`config.mk`:
```
export PLATFORM = sky130hd
export DESIGN_NAME = inst_fetch_unit_flat
export DESIGN_NICKNAME = d
export VERILOG_FILES = /design/src/rtl/fetch_pkg.sv /design/src/rtl/inst_fetch_unit_if.sv /design/src/rtl/fetch_pc.sv /design/src/rtl/inst_fetch_unit.sv /design/src/flat_wrapper.sv
export SDC_FILE = /design/constraint.sdc
export NUM_CORES = 1
export LEC_CHECK = 0
export CORE_MARGIN = 2
export CORE_UTILIZATION = 40
export CTS_BUF_LIST = sky130_fd_sc_hd__clkbuf_4 sky130_fd_sc_hd__clkbuf_8 sky130_fd_sc_hd__clkbuf_16
export DETAILED_ROUTE_END_ITERATION = 10
export GPL_ROUTABILITY_DRIVEN = 0
export PLACE_DENSITY = 0.73
export REMOVE_ABC_BUFFERS = 1
export SLEW_MARGIN = 20
export SYNTH_ARGS = -nofsm -noshare
export SYNTH_HDL_FRONTEND = slang
export SYNTH_SLANG_ARGS = --single-unit
export TNS_END_PERCENT = 10
```
`constraint.sdc`:
```
create_clock -name clk -period 2.7 [get_ports clk]
set_clock_uncertainty 0.2 [all_clocks]
set_input_delay 0.81 -clock clk [delete_from_list [all_inputs] [get_ports clk]]
set_output_delay 0.81 -clock clk [all_outputs]
set_load 0.05 [all_outputs]
```
`src/rtl/fetch_pkg.sv`:
```
// Shared definitions for the instruction-fetch unit: opcode encodings,
// opcode field position, FSM state type and the default reset address.
package fetch_pkg;

  localparam logic [2:0]  OPC_IMM          = 3'b001;
  localparam logic [2:0]  OPC_NOP          = 3'b101;
  localparam int unsigned OPC_MSB          = 15;
  localparam int unsigned OPC_LSB          = 13;
  localparam int unsigned DEFAULT_RESET_PC = 32;

  typedef enum logic {
    FETCH_OP  = 1'b0,
    FETCH_IMM = 1'b1
  } fetch_state_e;

  function automatic logic [2:0] opc_of(input logic [15:0] word);
    return word[OPC_MSB:OPC_LSB];
  endfunction

endpackage

```
`src/rtl/inst_fetch_unit_if.sv`:
```
// Bundle of the instruction-memory read port, the decode-side packet
// handshake and the redirect request seen by the fetch unit.
interface inst_fetch_unit_if #(
  parameter int unsigned ADDR_W = 32,
  parameter int unsigned INST_W = 16
);

  logic [ADDR_W-1:0] imem_addr;
  logic              imem_rd_en;
  logic [INST_W-1:0] imem_data;
  logic              out_valid;
  logic              out_ready;
  logic [INST_W-1:0] out_inst;
  logic [INST_W-1:0] out_imm;
  logic              out_has_imm;
  logic              redirect_en;
  logic [ADDR_W-1:0] redirect_pc;

  modport master (
    output imem_addr, imem_rd_en, out_valid, out_inst, out_imm, out_has_imm,
    input  imem_data, out_ready, redirect_en, redirect_pc
  );

  modport slave (
    input  imem_addr, imem_rd_en, out_valid, out_inst, out_imm, out_has_imm,
    output imem_data, out_ready, redirect_en, redirect_pc
  );

endinterface

```
`src/rtl/fetch_pc.sv`:
```
// Program counter: reset load, redirect load, otherwise +1 per consumed word
// (wraps modulo 2^ADDR_W).
module fetch_pc #(
  parameter int unsigned       ADDR_W   = 32,
  parameter logic [ADDR_W-1:0] RESET_PC = '0
) (
  input  logic              clk,
  input  logic              reset,
  input  logic              redirect_en_i,
  input  logic [ADDR_W-1:0] redirect_pc_i,
  input  logic              inc_en_i,
  output logic [ADDR_W-1:0] pc_o
);

  logic [ADDR_W-1:0] pc_q;

  // PC register; reset outranks redirect, redirect outranks increment
  always_ff @(posedge clk) begin
    if (!reset) begin
      pc_q <= RESET_PC;
    end else if (redirect_en_i) begin
      pc_q <= redirect_pc_i;
    end else if (inc_en_i) begin
      pc_q <= pc_q + ADDR_W'(1);
    end else begin
      pc_q <= pc_q;
    end
  end

  assign pc_o = pc_q;

endmodule

```
`src/rtl/inst_fetch_unit.sv`:
```
// Instruction fetch: reads one word per cycle at the PC and assembles
// one-word or opcode+immediate packets for decode behind a valid/ready register.
module inst_fetch_unit
  import fetch_pkg::*;
#(
  parameter int unsigned       ADDR_W   = 32,
  parameter int unsigned       INST_W   = 16,
  parameter logic [ADDR_W-1:0] RESET_PC = ADDR_W'(DEFAULT_RESET_PC)
) (
  input  logic               clk,
  input  logic               reset,
  inst_fetch_unit_if.master  bus
);

  fetch_state_e      state_q, state_d;
  logic [INST_W-1:0] op_q, op_d;
  logic              valid_q, valid_d;
  logic [INST_W-1:0] inst_q, inst_d;
  logic [INST_W-1:0] imm_q, imm_d;
  logic              has_imm_q, has_imm_d;
  logic              adv_s;
  logic              rd_en_s;
  logic [ADDR_W-1:0] pc_s;

  // Output register free, or being drained by decode this cycle
  assign adv_s   = !valid_q || bus.out_ready;
  assign rd_en_s = adv_s && !bus.redirect_en && reset;

  fetch_pc #(
    .ADDR_W   (ADDR_W),
    .RESET_PC (RESET_PC)
  ) u_fetch_pc (
    .clk           (clk),
    .reset         (reset),
    .redirect_en_i (bus.redirect_en),
    .redirect_pc_i (bus.redirect_pc),
    .inc_en_i      (rd_en_s),
    .pc_o          (pc_s)
  );

  // State, op latch and packet register
  always_ff @(posedge clk) begin
    if (!reset) begin
      state_q   <= FETCH_OP;
      op_q      <= {INST_W{1'b0}};
      valid_q   <= 1'b0;
      inst_q    <= {INST_W{1'b0}};
      imm_q     <= {INST_W{1'b0}};
      has_imm_q <= 1'b0;
    end else begin
      state_q   <= state_d;
      op_q      <= op_d;
      valid_q   <= valid_d;
      inst_q    <= inst_d;
      imm_q     <= imm_d;
      has_imm_q <= has_imm_d;
    end
  end

  // Next-state: redirect drops any half-built or pending packet
  always_comb begin
    state_d   = state_q;
    op_d      = op_q;
    valid_d   = valid_q;
    inst_d    = inst_q;
    imm_d     = imm_q;
    has_imm_d = has_imm_q;
    if (bus.redirect_en) begin
      state_d = FETCH_OP;
      valid_d = 1'b0;
    end else if (adv_s) begin
      case (state_q)
        FETCH_OP: begin
          if (opc_of(bus.imem_data) == OPC_IMM) begin
            op_d    = bus.imem_data;
            state_d = FETCH_IMM;
            valid_d = 1'b0;
          end else begin
            inst_d    = bus.imem_data;
            imm_d     = {INST_W{1'b0}};
            has_imm_d = 1'b0;
            valid_d   = 1'b1;
          end
        end
        FETCH_IMM: begin
          inst_d    = op_q;
          imm_d     = bus.imem_data;
          has_imm_d = 1'b1;
          valid_d   = 1'b1;
          state_d   = FETCH_OP;
        end
        default: begin
          state_d = FETCH_OP;
          valid_d = 1'b0;
        end
      endcase
    end else begin
      state_d = state_q;
    end
  end

  assign bus.imem_addr   = pc_s;
  assign bus.imem_rd_en  = rd_en_s;
  assign bus.out_valid   = valid_q;
  assign bus.out_inst    = inst_q;
  assign bus.out_imm     = imm_q;
  assign bus.out_has_imm = has_imm_q;

endmodule

```
`src/flat_wrapper.sv`:
```
// flat-port wrapper written by rule: the top's interface ports become plain ports
module inst_fetch_unit_flat import fetch_pkg::*;
#(
  parameter int unsigned       ADDR_W   = 32,
  parameter int unsigned       INST_W   = 16,
  parameter logic [ADDR_W-1:0] RESET_PC = ADDR_W'(DEFAULT_RESET_PC)
)
  (clk, reset, bus_imem_addr, bus_imem_rd_en, bus_out_valid, bus_out_inst, bus_out_imm, bus_out_has_imm, bus_imem_data, bus_out_ready, bus_redirect_en, bus_redirect_pc);
  inst_fetch_unit_if #(.ADDR_W(ADDR_W), .INST_W(INST_W)) bus_i ();
  input  logic clk;
  input  logic reset;
  output wire logic [$bits(bus_i.imem_addr)-1:0] bus_imem_addr;
  output wire logic [$bits(bus_i.imem_rd_en)-1:0] bus_imem_rd_en;
  output wire logic [$bits(bus_i.out_valid)-1:0] bus_out_valid;
  output wire logic [$bits(bus_i.out_inst)-1:0] bus_out_inst;
  output wire logic [$bits(bus_i.out_imm)-1:0] bus_out_imm;
  output wire logic [$bits(bus_i.out_has_imm)-1:0] bus_out_has_imm;
  input wire logic [$bits(bus_i.imem_data)-1:0] bus_imem_data;
  input wire logic [$bits(bus_i.out_ready)-1:0] bus_out_ready;
  input wire logic [$bits(bus_i.redirect_en)-1:0] bus_redirect_en;
  input wire logic [$bits(bus_i.redirect_pc)-1:0] bus_redirect_pc;
  assign bus_imem_addr = bus_i.imem_addr;
  assign bus_imem_rd_en = bus_i.imem_rd_en;
  assign bus_out_valid = bus_i.out_valid;
  assign bus_out_inst = bus_i.out_inst;
  assign bus_out_imm = bus_i.out_imm;
  assign bus_out_has_imm = bus_i.out_has_imm;
  assign bus_i.imem_data = bus_imem_data;
  assign bus_i.out_ready = bus_out_ready;
  assign bus_i.redirect_en = bus_redirect_en;
  assign bus_i.redirect_pc = bus_redirect_pc;
  inst_fetch_unit #(.ADDR_W(ADDR_W), .INST_W(INST_W), .RESET_PC(RESET_PC)) u_core (.clk(clk), .reset(reset), .bus(bus_i));
endmodule
```
==> flow_summary.ini, run 1 <==
[synthesis]
synth-compound-area-share_pct = 15.4
synth_top_area_share_pct = 44.3
yosys_most_used_dff = dfxtp_1
synth_top_family_by_area = simple AND/OR/NAND/NOR gates
synth-simple-area-share_pct = 22.9
synth_warnings = 0
synth_area_leaders = dfxtp_1 (44%), mux2i_1 (8.3%), a21oi_1 (4.7%)
syn_area_um2 = 3750
synth-edff-count = 0
yosys.area.top_type = dfxtp_1
syn_avg_cell_area_um2 = 8.62
ys_seq_area_share_pct = 44.3
netlist_instances = 435
yosys.area_share.adder_pct = 0.334
muxShareOfSynthArea_pct = 8.27
ys_seq_elements = 83
synthXorXnorAreaFrac_pct = 4.67
synthArstFlopShare_pct = 0
synth_cell_types = 47

[sta]
fmax_mhz = 376
worst_hold_slack_ns = 0.256
setup_ws_ns = 0.0391
worst_pin_slew_ns = 0.539
rsz0062_at_grt = no
maxSlewViolCount = 0
hold_viol = 0
setup_viol = 0
min_period_ns = 2.66
slew_headroom_pct = 63.9
fin_crit_sh_pct = 98.6
tns_ns = 0

[cells_and_area]
layout_commonest_cell = clkdlybuf4s50_1
fin_cells = 680
layout-drive-gt1-share_pct = 11.2
diodes = 0
fillCellCount = 810
area_growth_pct = 46.7
layout_common_cells = clkdlybuf4s50_1 (106), dfxtp_1 (83), nand2_1 (42), nor2_1 (42), a21oi_1 (35)
layout.area.seq_um2 = 1660
fin_nets = 617
multi_input_area_um2 = 1950

[hold_path]
hold_class = reg -> reg
whs_endpoint = u_core.bus.out_imm[6]$_SDFFE_PN0P_
min_path_cells = 2
hp-start = u_core.bus.out_imm[6]$_SDFFE_PN0P_

[routing]
drtPass1Iterations = 4
drt_wl_total_um = 10300
antenna_left = 0
vias_per_cell = 5.37
vias = 3654
drc = 0
wl_per_cell_um = 15.2
first_iter_violations = 142

[clock_network]
cts_tree = done
cts.path.max_buffers = 2
htreeDepth = 3
clkSlewWorstSetupHoldPaths_ns = 0.08
insertion_delay_ns = 0.35
cts_root_buf = clkbuf_8
numCtsBuffers = 9
cts.sinks = 83

[place]
dp_hpwl_um = 7320
place_ws_ns = -0.274
place_inst = 662
numPortBuffers = 118

[worst_setup_path]
critPathCaptureType = output port
crit_required_ns = 1.69
crit_chain = dlygate4sd2_1, nor2b_2, nand2_2, inv_2, buf_12
worstReg2RegStart = u_core.u_fetch_pc.pc_o[4]$_SDFFE_PN0P_
cp-start-kind = input pin
worst-path-max-fanout = 4
cpPeakStageDelay_ns = 0.31
cp_slowest_cell = dlygate4sd2_1
worstReg2RegEnd = u_core.u_fetch_pc.pc_o[31]$_SDFFE_PN0P_
crit_arrival_ns = 1.65
reg2reg_depth = 6
criticalPathCategory = in -> out
ff2ff_setup_slack_ns = 0.49

[run_status]
status = complete, no violations

[pwr]
powerDensity_nw_per_um2 = 532
vdd_drop_max_uv = 280
cellLeakagePower_uw = 0.00212
total_power_uw = 2930

[grt]
antenna_found_initial = 0
grt_max_degree = 48
grt_usage_pct = 20.6
grt_pass1_vias = 3523
grt-ovfl-total = 0
grt_pass1_wl_um = 16800

[die]
die_h_um = 101
start_util_pct = 41.0
rows = 35
die_w_um = 101
core_um2 = 9150
die_area_um2 = 10200
ioPinCount = 119

[job]
maxCapViolations = 0
power breakdown:
group          total, µW  switching, µW  internal (µW)
Sequential          1340           56.7           1280
Clock                974            455            519
Combinational        616            361            255
Total               2930            873           2060
cells in the mapped netlist, types with 6 or more instances:
cell,n
buf_2,6
mux2i_1,31
nand2_1,43
dfxtp_1,83
nor3_1,7
xor2_1,8
xnor2_1,12
a21oi_1,35
nand3_1,28
clkbuf_1,22
nor2_1,42
nand4_1,11
and3_1,6
a211oi_1,18
o21ai_0,21
inv_1,7
cell families after synthesis:
logic type,after synthesis
AO/OA/AOI/OAI,94
flip-flops,83
buffers and inverters,38
AND/OR/NAND/NOR,168
XOR/XNOR,20
multiplexers,31
adder cells (fa/ha/maj),1
flip-flops by register name (all words and copies together) (netlist names):
register,cells
u_core.bus.out_imm,16
u_core.op_q,16
u_core.state_q,1
u_core.bus.out_inst,16
u_core.bus.out_valid,1
u_core.u_fetch_pc.pc_o,32
u_core.bus.out_has_imm,1
worst max-delay path by stage:
stage,startpoint,endpoint,slack (ns),cells past startpoint
floorplan,u_core.state_q$_SDFFE_PP0N_,u_core.bus.out_inst[0]$_SDFFE_PN0P_,-0.82,5
global placement,reset,bus_imem_rd_en,-0.28,5
detailed placement,reset,bus_imem_rd_en,-0.27,5
CTS,bus_out_ready,bus_imem_rd_en,0.005,5
global route,reset,bus_imem_rd_en,0.0007,5
finish,reset,bus_imem_rd_en,0.04,5
repair_timing:
action | 4_1_cts | 5_1_grt
buffers inserted | 1 | 1
endpoints found under the setup margin | 1 | 9
gates resized for setup | 6 | 9
hold buffers | 0 | 0
hold endpoints to repair | 0 | 0
metal layers:
layer / share of wire (%) / up-vias / track usage [%]
met4: 2.0 / 0 / 8.54
met5: 0 / - / 0
met1: 44 / 1726 / 27.1
met3: 4.3 / 15 / 3.95
met2: 49 / 96 / 33.2
li1: - / 1817 / -
through the flow:
stage	util (%)	area (µm²)
floorplan	-	3620
global placement	57.2	5240
detailed placement	57.2	5240
CTS	59.8	5470
global route	60.1	5500
finish	60.1	5500
critical path, delay by kind of cell:
kind                   cells  cell delay (ns)
buffers and inverters      3             0.53
and+or+nand+nor            2             0.31
cell type report:
cell class                 count  area share, %
timing repair buffer         149           27.4
multi-input combinational    314           35.5
clock inverter                 7           1.68
clock buffer                   9           2.25
tap                          111           2.52
inverter                       7          0.477
sequential                    83           30.2
No activity file was read; power rests on OpenSTA's default activity.
==> run 2, diff against run 1 <==
CORE_MARGIN = not set   (was 2)
==> run 2 against run 1 <==
Maximum frequency up 0.57%. Routed wire length down 0.83%. Combinational power about the same. Worst hold slack worse by 0.0019 ns. Global-route usage up 0.59 points. Critical endpoint is now bus_imem_addr[3]. Largest cell class unchanged. Non-clock buffer count unchanged. Core utilization up 1.1 points. Critical path type is now reg -> out. Clock-buffer cell count unchanged.
==> flow_summary.ini, run 2 (synthesized netlist as in run 1, its figures left out) <==
[routing]
drtPass1Iterations = 4
top_layer_used = met4
vias_per_cell = 5.34
wl_met3_um = 354
met2WireLength_um = 4940
antenna_left = 0
drt_wl_total_um = 10200
wl_per_cell_um = 15.1
vias = 3613
drc = 0
met1_length_um = 4750
first_iter_violations = 136

[sta]
rsz0062_at_grt = no
min_period_ns = 2.65
hold_viol = 0
slew_headroom_pct = 62.0
fin_crit_sh_pct = 98.0
setup_viol = 0
fmax_mhz = 378
worst_pin_slew_ns = 0.566
maxSlewViolCount = 0

[hold_path]
hold_class = reg -> reg

[run_status]
status = complete, no violations

[cells_and_area]
fin_cells = 677
layout_commonest_cell = clkdlybuf4s50_1
layout_common_cells = clkdlybuf4s50_1 (108), dfxtp_1 (83), nand2_1 (43)
area_growth_pct = 45.2
diodes = 0
fin_nets = 617
largest_reg_flops = 32
layout-drive-gt1-share_pct = 11.1
final_area_um2 = 5450

[clock_network]
cts_root_buf = clkbuf_8
clkSlewWorstSetupHoldPaths_ns = 0.08
cts.sinks = 83
postCtsHoldBufs = 0
cts.path.max_buffers = 2
cts_tree = done
numCtsBuffers = 9
insertion_delay_ns = 0.35
htreeDepth = 3

[worst_setup_path]
cpPeakStageDelay_ns = 0.87
crit_chain = clkdlybuf4s50_1
cp-start-kind = register
crit_required_ns = 1.69
path_delay_family = buffers and inverters
criticalPathCategory = reg -> out
cp_slowest_cell = clkdlybuf4s50_1
crit_arrival_ns = 1.64
worst-path-max-fanout = 5
crit_buf_inv = 1
ff2ff_setup_slack_ns = 0.41
critPathCaptureType = output port

[grt]
grt_pass1_vias = 3413
grt_usage_pct = 21.2
antenna_found_initial = 0
grt_max_degree = 48
grt-ovfl-total = 0
grt_pass1_wl_um = 16600

[pwr]
switching_share_pct = 32.2
cellLeakagePower_uw = 0.00204
comb_power_share_pct = 22.3
p_switching_uw = 889
clkPwrFrac_pct = 29.3
vdd_drop_max_uv = 272
powerDensity_nw_per_um2 = 507
seqPwrFrac_pct = 48.4
p_int_uw = 1870

[place]
placed_cell_area_um2 = 5240
place_inst = 660
numPortBuffers = 118
dp_hpwl_um = 7390

[die]
die_w_um = 98.8
start_util_pct = 42.2
core_um2 = 8890
rows = 34
ioPinCount = 119
die_area_um2 = 9770
die_h_um = 98.8

[job]
maxCapViolations = 0
==> run 2: changes by cell type in the layout (fill, tap and decap cells not counted), sizes merged <==
cell / previous run / this run
dlymetal6s2s: 9 / 6
bufinv: 2 / 0
dlygate4sd2: 2 / 3
inv: 6 / 7
clkinv: 6 / 3
clkinvlp: 0 / 4
clkdlybuf4s50: 106 / 108
==> run 2: final timing paths <==
kind,from,endpoint,cells after the start
worst max-delay path,u_core.u_fetch_pc.pc_o[3]$_SDFFE_PN0P_,bus_imem_addr[3],1
worst min-delay path,u_core.bus.out_imm[14]$_SDFFE_PN0P_,u_core.bus.out_imm[14]$_SDFFE_PN0P_,2
worst max register to register,u_core.u_fetch_pc.pc_o[4]$_SDFFE_PN0P_,u_core.u_fetch_pc.pc_o[31]$_SDFFE_PN0P_,5
worst min register to register,u_core.bus.out_imm[14]$_SDFFE_PN0P_,u_core.bus.out_imm[14]$_SDFFE_PN0P_,2
==> run 2: layout make-up <==
type	instances	area, µm²
fill	773	3440
tap	108	135
timing repair buffer	149	1500
multi-input combinational	314	1950
clock inverter	7	52.6
clock buffer	9	124
inverter	7	26.3
sequential	83	1660
==> run 2: repair_timing <==
item | 4_1_cts | 5_1_grt
resized for setup | 6 | 6
buffers inserted | 1 | 0
endpoints found under the setup margin | 1 | 6
==> run 2: power by group through the flow <==
| stage | clock, µW | sequential [µW] | combinational, µW |
|---|---|---|---|
| 2_1_floorplan | 0 | 1550 | 147 |
| 3_3_place_gp | 0 | 1360 | 608 |
| 3_5_place_dp | 0 | 1370 | 616 |
| 4_1_cts | 825 | 1340 | 619 |
| 5_1_grt | 877 | 1350 | 651 |
| 6_report | 809 | 1340 | 616 |
==> run 2: worst reg2reg max path, cell delays in order (launching register included) <==
cell and delay [ns]:
dfxtp_1 0.46, nand4_2 0.20, nor4_4 0.58, nand2_4 0.13
or4_1 0.49, a31oi_1 0.16
==> run 2: layer usage <==
layer / up-vias / GRT usage, %
met5: - / 0
met4: 0 / 8.27
met3: 15 / 2.77
met2: 79 / 35.8
met1: 1708 / 27.5
li1: 1811 / -
==> run 2: metrics by stage <==
stage / power [µW] / utilization (%) / setup slack, ns / TNS, ns / hold WS (ns)
final: 2760 / 61.3 / 0.0543 / 0 / 0.254
after global routing: 2880 / 61.3 / 0.00643 / 0 / 0.285
after CTS: 2780 / 61.1 / 0.0174 / 0 / 0.254
after detailed placement: 1980 / 59.0 / -0.225 / -2.72 / 0.243
after global placement: 1970 / 59.0 / -0.213 / -2.14 / 0.239
after floorplan: 1690 / - / -0.824 / -15.87 / 0.241
